[config.mk]
export PLATFORM = sky130hd
export DESIGN_NAME = pattern_count_engine
export DESIGN_NICKNAME = d
export VERILOG_FILES = /design/src/rtl/pattern_count_engine.sv
export SDC_FILE = /design/constraint.sdc
export NUM_CORES = 1
export LEC_CHECK = 0
export ABC_AREA = 1
export CORE_ASPECT_RATIO = 1.75
export CORE_MARGIN = 3
export CORE_UTILIZATION = 35
export DETAILED_ROUTE_END_ITERATION = 8
export DONT_BUFFER_PORTS = 1
export PLACE_DENSITY = 0.52
export RECOVER_POWER = 50
export SLEW_MARGIN = 20
export SYNTH_ARGS = -nofsm -noshare
export SYNTH_HDL_FRONTEND = slang
export SYNTH_SLANG_ARGS = --single-unit
export TNS_END_PERCENT = 5
[constraint.sdc]
create_clock -name clk -period 5.1 [get_ports clk]
set_input_delay 0 -clock clk [delete_from_list [all_inputs] [get_ports clk]]
set_output_delay 0 -clock clk [all_outputs]
set_load 0.01 [all_outputs]
[src/rtl/pattern_count_engine.sv]
// Pattern-count accelerator: counts a 5-bit pattern in a byte message (in-byte, per-byte, sliding).
// Optional busy output enabled by defining PAT_BUSY_OUT_EN.
module pattern_count_engine #(
  parameter int NUM_BYTES = 32,
  parameter int ADDR_W    = 6
) (
  input  logic              clk,
  input  logic              reset,
  input  logic              start,
  output logic              done,
`ifdef PAT_BUSY_OUT_EN
  output logic              busy,
`endif
  input  logic              wr_en,
  input  logic [ADDR_W-1:0] wr_addr,
  input  logic [7:0]        wr_data,
  input  logic [ADDR_W-1:0] rd_addr,
  output logic [7:0]        rd_data
);

  localparam int DEPTH = NUM_BYTES + 4;
  localparam logic [ADDR_W:0] DEPTH_W = (ADDR_W+1)'(DEPTH);
  localparam logic [ADDR_W-1:0] LAST_IDX = ADDR_W'(NUM_BYTES - 1);

  typedef enum logic [1:0] {IDLE, SCAN, WRITE, DONE} state_e;

  state_e              state_q;
  logic [ADDR_W-1:0]   idx_q;
  logic [4:0]          pat_q;
  logic [7:0]          ctb_q, cto_q, cts_q;
  logic [7:0]          ctb_d, cto_d, cts_d;
  logic                done_q;
  logic [7:0]          mem_q [DEPTH];

  logic                last;
  logic [11:0]         win;
  logic [2:0]          inb_cnt, cross_cnt;

  assign last = (idx_q == LAST_IDX);
  // Current byte followed by the top nibble of the next one; at the last byte
  // that nibble comes from the pattern slot and is masked out of the count.
  assign win  = {mem_q[idx_q], mem_q[idx_q + 1'b1][7:4]};

  always_comb begin
    inb_cnt   = '0;
    cross_cnt = '0;
    for (int unsigned p = 0; p < 8; p++) begin
      if (win[11-p -: 5] == pat_q) begin
        if (p < 4)      inb_cnt   = inb_cnt + 3'd1;
        else if (!last) cross_cnt = cross_cnt + 3'd1;
      end
    end
    ctb_d = ctb_q + 8'(inb_cnt);
    cto_d = cto_q + 8'(inb_cnt != 3'd0);
    cts_d = cts_q + 8'(inb_cnt) + 8'(cross_cnt);
  end

  always_ff @(posedge clk or negedge reset) begin
    if (!reset) begin
      state_q <= IDLE;
      idx_q   <= '0;
      pat_q   <= '0;
      ctb_q   <= '0;
      cto_q   <= '0;
      cts_q   <= '0;
      done_q  <= 1'b0;
    end else begin
      case (state_q)
        IDLE, DONE: begin
          if (start) begin
            state_q <= SCAN;
            idx_q   <= '0;
            pat_q   <= mem_q[NUM_BYTES][7:3];
            ctb_q   <= '0;
            cto_q   <= '0;
            cts_q   <= '0;
            done_q  <= 1'b0;
          end else if (state_q == DONE) begin
            done_q  <= 1'b1;
          end
        end
        SCAN: begin
          ctb_q <= ctb_d;
          cto_q <= cto_d;
          cts_q <= cts_d;
          if (last) state_q <= WRITE;
          else      idx_q   <= idx_q + 1'b1;
        end
        WRITE:   state_q <= DONE;
        default: state_q <= IDLE;
      endcase
    end
  end

  // Message memory is deliberately not reset so results survive an aborted scan.
  always_ff @(posedge clk) begin
    if (state_q == WRITE) begin
      mem_q[NUM_BYTES+1] <= ctb_q;
      mem_q[NUM_BYTES+2] <= cto_q;
      mem_q[NUM_BYTES+3] <= cts_q;
    end else if (wr_en && (state_q == IDLE || state_q == DONE) &&
                 ({1'b0, wr_addr} < DEPTH_W)) begin
      mem_q[wr_addr] <= wr_data;
    end
  end

  assign rd_data = ({1'b0, rd_addr} < DEPTH_W) ? mem_q[rd_addr] : '0;
  assign done    = done_q;

`ifdef PAT_BUSY_OUT_EN
  assign busy = (state_q == SCAN) || (state_q == WRITE) || (state_q == DONE && !done_q);
`endif

endmodule

==> reports/qor.yml, run 1 <==
seqCellArea_sq_um: 9608
cpPeakStageDelay_ns: 0.53
vias: 18370
drt_iter0_markers: 1676
ios: 33
holdPathStages: 3
dp_slack_ns: -0.4970
setup-violations-final: 5
rows: 113
grt_first_pass_wirelength_mm: 116.4
hp-class: "in -> reg"
worstHoldStart: "wr_addr[0]"
failed_checks: "max-capacitance violations, max-slew violations, negative setup slack"
routed.top_layer: "met4"
ys_ff_latch: 326
netlist_instances: 2348
htreeDepth: 2
core_area_sq_um: 54720
cts_buffer_depth: 3
multi_input_area_sq_um: 9130
drc: 0
r2r_cells: 34
fin_worst_skew_ns: 0.01730
wl_mm: 80.38
worstSetupEndpointType: "flip-flop"
wl_per_cell_microns: 25.10
tns_ns: -0.5461
finalMaxSlewViolations: 348
ir_drop_mv: 0.3366
crit_arrival_ns: 5.69
dpl.hpwl_mm: 55.24
placement.io_buffers: 0
p_per_area_nw_per_um2: 424.6
grt_pass1_vias: 17740
overflow: 0
holdWs_ns: 0.1795
rsz0062_at_grt: "yes"
drive_gt1_share_pct: 19.62
die-width_microns: 184.3
clock_tree.root_cell: "clkbuf_16"
wl_met2_mm: 40.33
timing.rr.end: "cts_q[7]"
cts_tree: "done"
place_congestion: 0.9681
seq_area_frac_synth_pct: 49.30
path_class: "reg -> reg"
dr.pass1.iters: 6
antenna_found_initial: 0
grt.total_usage_pct: 26.88
crit_fanout: 4
grt_max_degree: 155
r2r_slack_ns: -0.17
dieHeight_microns: 318.0
tightestPinTransition_ns: 2.392
hold_violations: 0
whs_endpoint: "mem_q[35][4]"
numClockSinks: 326
crit_path_start_kind: "flip-flop"
cp_common_cell: "nand2_2"
ant_nets: 0
layout_setup_ws_ns: -0.1668
synth_cell_type_count: 52
placed_area_sq_um: 21110
finalCritPeriodShare_pct: 103.3
synthesis.area_sq_um: 19470
viasPerCell: 5.735
clkTransAtPathRegs_ns: 0.06
worstSkewPairLatency_ns: 0.55
avgSynthCellArea_sq_um: 8.293
critPathRequiredTime_ns: 5.52
status: "finished with violations"
max_freq_ghz: 0.1899
fin_nets: 2534
syn_nets: 2395
area_delta_synth_final_pct: 22.74
drt-met1-wl_mm: 27.19
leakagePower_nw: 9.310
reg2reg_from: "idx_q[0]"
wl_met3_mm: 4.675
ys_warn_count: 0
fillers: 5323
finish.instance_area_sq_um: 23900
slew_headroom_pct: -59.46
crit_slowest_cell: "dfrtp_4"
maxCapViolCount: 10
antenna_cells: 0
cts_made_buffers: 36
min_period_ns: 5.267
die_area_sq_um: 58610
start_util_pct: 35.59
## synth_stat cells (all sizes together)
master | n | area share (%)
nand2 | 563 | 11
o221ai | 13 | 0.58
nand3 | 312 | 8.4
edfxtp | 288 | 44
and3 | 3 | 0.096
nor3b | 5 | 0.19
clkbuf | 70 | 1.4
o311a | 1 | 0.051
or2 | 2 | 0.064
nand4 | 14 | 0.60
xor2 | 20 | 0.98
a32o | 1 | 0.051
o211ai | 39 | 1.5
inv | 145 | 2.8
xnor2 | 2 | 0.13
a21boi | 1 | 0.039
nor4 | 1 | 0.11
o22ai | 41 | 1.3
nor2 | 225 | 4.4
and2 | 1 | 0.032
nand3b | 3 | 0.12
a31oi | 3 | 0.096
dfrtp | 38 | 4.9
buf | 84 | 3.2
o21ai | 321 | 8.3
a21oi | 114 | 2.9
nor3 | 9 | 0.29
ha | 18 | 1.2
fa | 5 | 0.51
clkinv | 6 | 0.14
## worst max-delay path by stage
stage	startpoint	endpoint	depth (start not counted)
after floorplan	idx_q[0]	cts_q[7]	35
after global placement	idx_q[0]	cts_q[7]	33
after detailed placement	idx_q[0]	cts_q[7]	33
after CTS	idx_q[0]	cts_q[7]	33
after global routing	idx_q[0]	cts_q[7]	36
final	idx_q[0]	cts_q[7]	34
## final cells by class
class | count | area share, %
clock inverter | 22 | 0.7277
inverter | 151 | 2.508
multi-input combinational | 1717 | 38.20
timing repair buffer | 255 | 10.71
clock buffer | 42 | 4.041
sequential | 326 | 40.20
tap | 690 | 3.612
## metal layers
metal / vias up / GRT usage [%]
met5: - / 0
met4: 0 / 20.55
met3: 286 / 3.637
met2: 838 / 47.31
met1: 8824 / 28.63
li1: 8422 / -
## metrics by stage
stage / total power, W / util (%) / instances
floorplan: 0.005478 / - / 2348
finish: 0.01015 / 43.68 / 3203
global route: 0.01064 / 43.68 / 3203
detailed placement: 0.006791 / 38.58 / 3068
CTS: 0.009980 / 43.11 / 3192
global placement: 0.006778 / 38.57 / 3068
## where the power goes
part	switching [W]	internal [W]
combinational	0.00265	0.00171
clock	0.00117	0.00143
sequential	0.000128	0.00307
total	0.00394	0.00621
## layout by cell type, fill, tap and decap left out, drive strengths merged, types with 3 or more instances in the layout
cell,Yosys,routed
o22ai,41,41
edfxtp,288,288
nand4,14,14
dlygate4sd3,0,13
fa,5,5
nor3,9,9
o21ai,321,321
buf,84,223
clkbuf,70,54
bufbuf,0,6
inv,145,149
dfrtp,38,38
o221ai,13,13
ha,18,18
nor3b,5,5
nand2,563,563
xor2,20,20
clkinv,6,21
nand3,312,312
o211ai,39,39
and3,3,3
nand3b,3,3
nor2,225,225
a21oi,114,114
a31oi,3,3
## timing repair
item,4_1_cts,5_1_grt
setup endpoints to repair,12,15
hold buffers,23,0
cloned,8,1
endpoints found under the hold margin,349,0
setup buffers,29,10
resized for setup,127,96
pin swaps,54,54
## worst max-delay path, delay by kind of cell, from the launching register on
kind                     cells  cell delay [ns]
AO/OA/AOI/OAI                4             0.37
adder cells (fa/ha/maj)      6             1.79
buffers and inverters        4             0.62
flip-flops                   1             0.53
AND/OR/NAND/NOR             20             1.84
## sequential cells by signal (all words and copies together) (netlist names)
name / count
mem_q: 288
ctb_q: 8
cto_q: 8
cts_q: 8
idx_q: 6
pat_q: 5
state_q: 2
done: 1
## logic make-up (layout without fill, tap and decap cells)
| logic type | after synthesis | after routing | synth area share [%] |
|---|---|---|---|
| simple gates | 1138 | 1138 | 25.54 |
| xor+xnor | 22 | 22 | 1.105 |
| buf+inv | 305 | 470 | 7.505 |
| compound gates | 534 | 534 | 14.89 |
| flops | 326 | 326 | 49.30 |
| fa+ha+maj | 23 | 23 | 1.671 |
(Power assumes the default switching activity.)
==> run 2, diff against run 1 <==
CORE_ASPECT_RATIO = default   (was 1.75)
==> reports/qor.yml, run 2 (synthesis results as in run 1) <==
drive_gt1_share_pct: 17.14  # was 19.62%
ant_nets: 0  # unchanged
final_common_cell: "nand2_1"  # unchanged
finalCritPeriodShare_pct: 101.1  # was 103.3%
fin_nets: 2504  # was 2534
crit_arrival_ns: 5.65  # was 5.69 ns
wl_per_cell_microns: 22.27  # was 25.10 microns
dieHeight_microns: 241.9  # was 318.0 microns
whs_endpoint: "mem_q[4][5]"  # was mem_q[35][4]
wl_mm: 71.83  # was 80.38 mm
p_per_area_nw_per_um2: 431.9  # was 424.6 nW/um^2
clock_tree.root_cell: "clkbuf_16"  # unchanged
antenna_found_initial: 0  # unchanged
hp-class: "in -> reg"  # unchanged
rsz0062_at_grt: "yes"  # unchanged
crit_path_start_kind: "flip-flop"  # unchanged
area_delta_synth_final_pct: 21.38  # was 22.74%
tightestPinTransition_ns: 2.266  # was 2.392 ns
max_freq_ghz: 0.1940  # was 0.1899 GHz
status: "finished with violations"  # unchanged
grt_pass1_vias: 16880  # was 17740
path_buf_inv: 6  # was 4
final_cell_mix: "nand2_1 (520), edfxtp_1 (288), nand3_1 (260)"  # was nand2_1 (507), edfxtp_1 (288), nand3_1 (256)
cpPeakStageDelay_ns: 0.56  # was 0.53 ns
placement.io_buffers: 0  # unchanged
worstSkewPairLatency_ns: 0.57  # was 0.55 ns
hold_violations: 0  # unchanged
r2r_slack_ns: -0.05  # was -0.17 ns
drt_iter0_markers: 2015  # was 1676
die_area_sq_um: 58500  # was 58610 sq um
timing.rr.end: "cts_q[7]"  # unchanged
viasPerCell: 5.564  # was 5.735
htreeDepth: 2  # unchanged
cts_made_buffers: 41  # was 36
cp_common_cell: "nand2_1"  # was nand2_2
rows: 85  # was 113
ir_drop_mv: 0.2513  # was 0.3366 mV
slew_headroom_pct: -51.07  # was -59.46%
place_congestion: 0.9191  # was 0.9681
core_area_sq_um: 54450  # was 54720 sq um
worstSetupEndpointType: "flip-flop"  # unchanged
largest-register: "mem_q"  # unchanged
place_inst: 3084  # was 3068
holdPathStages: 3  # unchanged
fin_worst_skew_ns: 0.02259  # was 0.01730 ns
cts_buffer_depth: 3  # unchanged
r2r_cells: 38  # was 34
die-width_microns: 241.9  # was 184.3 microns
numClockSinks: 326  # unchanged
layout_setup_ws_ns: -0.05379  # was -0.1668 ns
maxCapViolCount: 9  # was 10
failed_checks: "max-capacitance violations, max-slew violations, negative setup slack"  # unchanged
placed_area_sq_um: 20890  # was 21110 sq um
critPathTopFamily: "simple AND/OR/NAND/NOR gates"  # unchanged
path_class: "reg -> reg"  # unchanged
setup-violations-final: 1  # was 5
grt_max_degree: 155  # unchanged
finalMaxSlewViolations: 320  # was 348
grt.total_usage_pct: 23.77  # was 26.88%
crit_slowest_cell: "dfrtp_4"  # unchanged
drc: 0  # unchanged
cts_tree: "done"  # unchanged
clkTransAtPathRegs_ns: 0.06  # about the same
dr.pass1.iters: 6  # unchanged
crit_fanout: 6  # was 4
largest_register_ffs: 288  # unchanged
critPathRequiredTime_ns: 5.60  # was 5.52 ns
leakagePower_nw: 9.163  # was 9.310 nW
min_period_ns: 5.154  # was 5.267 ns
overflow: 0  # unchanged
ios: 33  # unchanged
start_util_pct: 35.76  # was 35.59%
vias: 17950  # was 18370
fin_cells: 3226  # was 3203
finish.instance_area_sq_um: 23640  # was 23900 sq um
grt_first_pass_wirelength_mm: 106.1  # was 116.4 mm
worstHoldStart: "wr_addr[4]"  # was wr_addr[0]
dpl.hpwl_mm: 47.41  # was 55.24 mm
final_core_util_pct: 43.41  # was 43.68%
reg2reg_from: "idx_q[0]"  # unchanged
-- run 2: cell count changes in the layout (fill, tap and decap cells not counted), sizes merged --
cell	change
bufbuf	-2
diode	+1
inv	-3
clkbuf	+7
buf	-34
bufinv	+4
dlygate4sd3	+1
-- run 2: final cells by class --
type                       count  area (sq um)
tap                          739         924.6
clock inverter                23         252.7
clock buffer                  49          1056
sequential                   326          9608
inverter                     151         594.3
timing repair buffer         220          2265
multi-input combinational   1717          8932
fill                        5343         30820
antenna                        1         2.502
-- run 2: how the worst max path moves through the flow --
stage | start | to | slack (ns) | cells after the start
final | idx_q[0] | cts_q[7] | -0.05 | 38
after detailed placement | idx_q[0] | cts_q[7] | -0.38 | 33
after floorplan | idx_q[0] | cts_q[7] | 0.16 | 35
after CTS | idx_q[0] | cts_q[7] | -0.03 | 31
after global routing | idx_q[0] | cts_q[7] | -0.41 | 37
after global placement | idx_q[1] | cts_q[7] | -0.39 | 32
-- run 2: where the power goes --
group / switching, W / total, W / internal (W)
clock: 0.00116 / 0.00289 / 0.00173
sequential: 0.000143 / 0.00322 / 0.00307
combinational: 0.00245 / 0.00410 / 0.00165
-- run 2: timing repair --
action	CTS	global route
cloned	5	3
hold endpoints to repair	344	0
hold buffers	24	0
pin swaps	46	40
endpoints found under the setup margin	7	12
resized for setup	111	66
setup buffers	31	6
-- run 2: tightest hold or removal path: cells and delay by family --
kind          cells  cell delay, ns
simple gates      3            0.46
-- run 2: stage by stage --
| stage | hold slack, ns | power [W] | setup TNS (ns) | setup WS, ns |
|---|---|---|---|---|
| after CTS | 0.1030 | 0.009987 | -0.02659 | -0.02659 |
| after global routing | 0.1439 | 0.01076 | -2.277 | -0.4143 |
| final | 0.1246 | 0.01021 | -0.05379 | -0.05379 |
| after detailed placement | -0.2945 | 0.006594 | -1.222 | -0.3826 |
| after global placement | -0.2946 | 0.006554 | -1.056 | -0.3902 |
| after floorplan | -0.2956 | 0.005478 | 0 | 0.1643 |
-- run 2: metal layers --
layer  part of all wire, %  wire, microns  track usage [%]  vias up
met5                     0              0                0        -
met4                   3.4           2415            8.221        0
met3                    10           7201            5.628      144
met2                    44          31960            36.72      852
met1                    42          30260            32.73     8587
li1                      -              -                -     8366
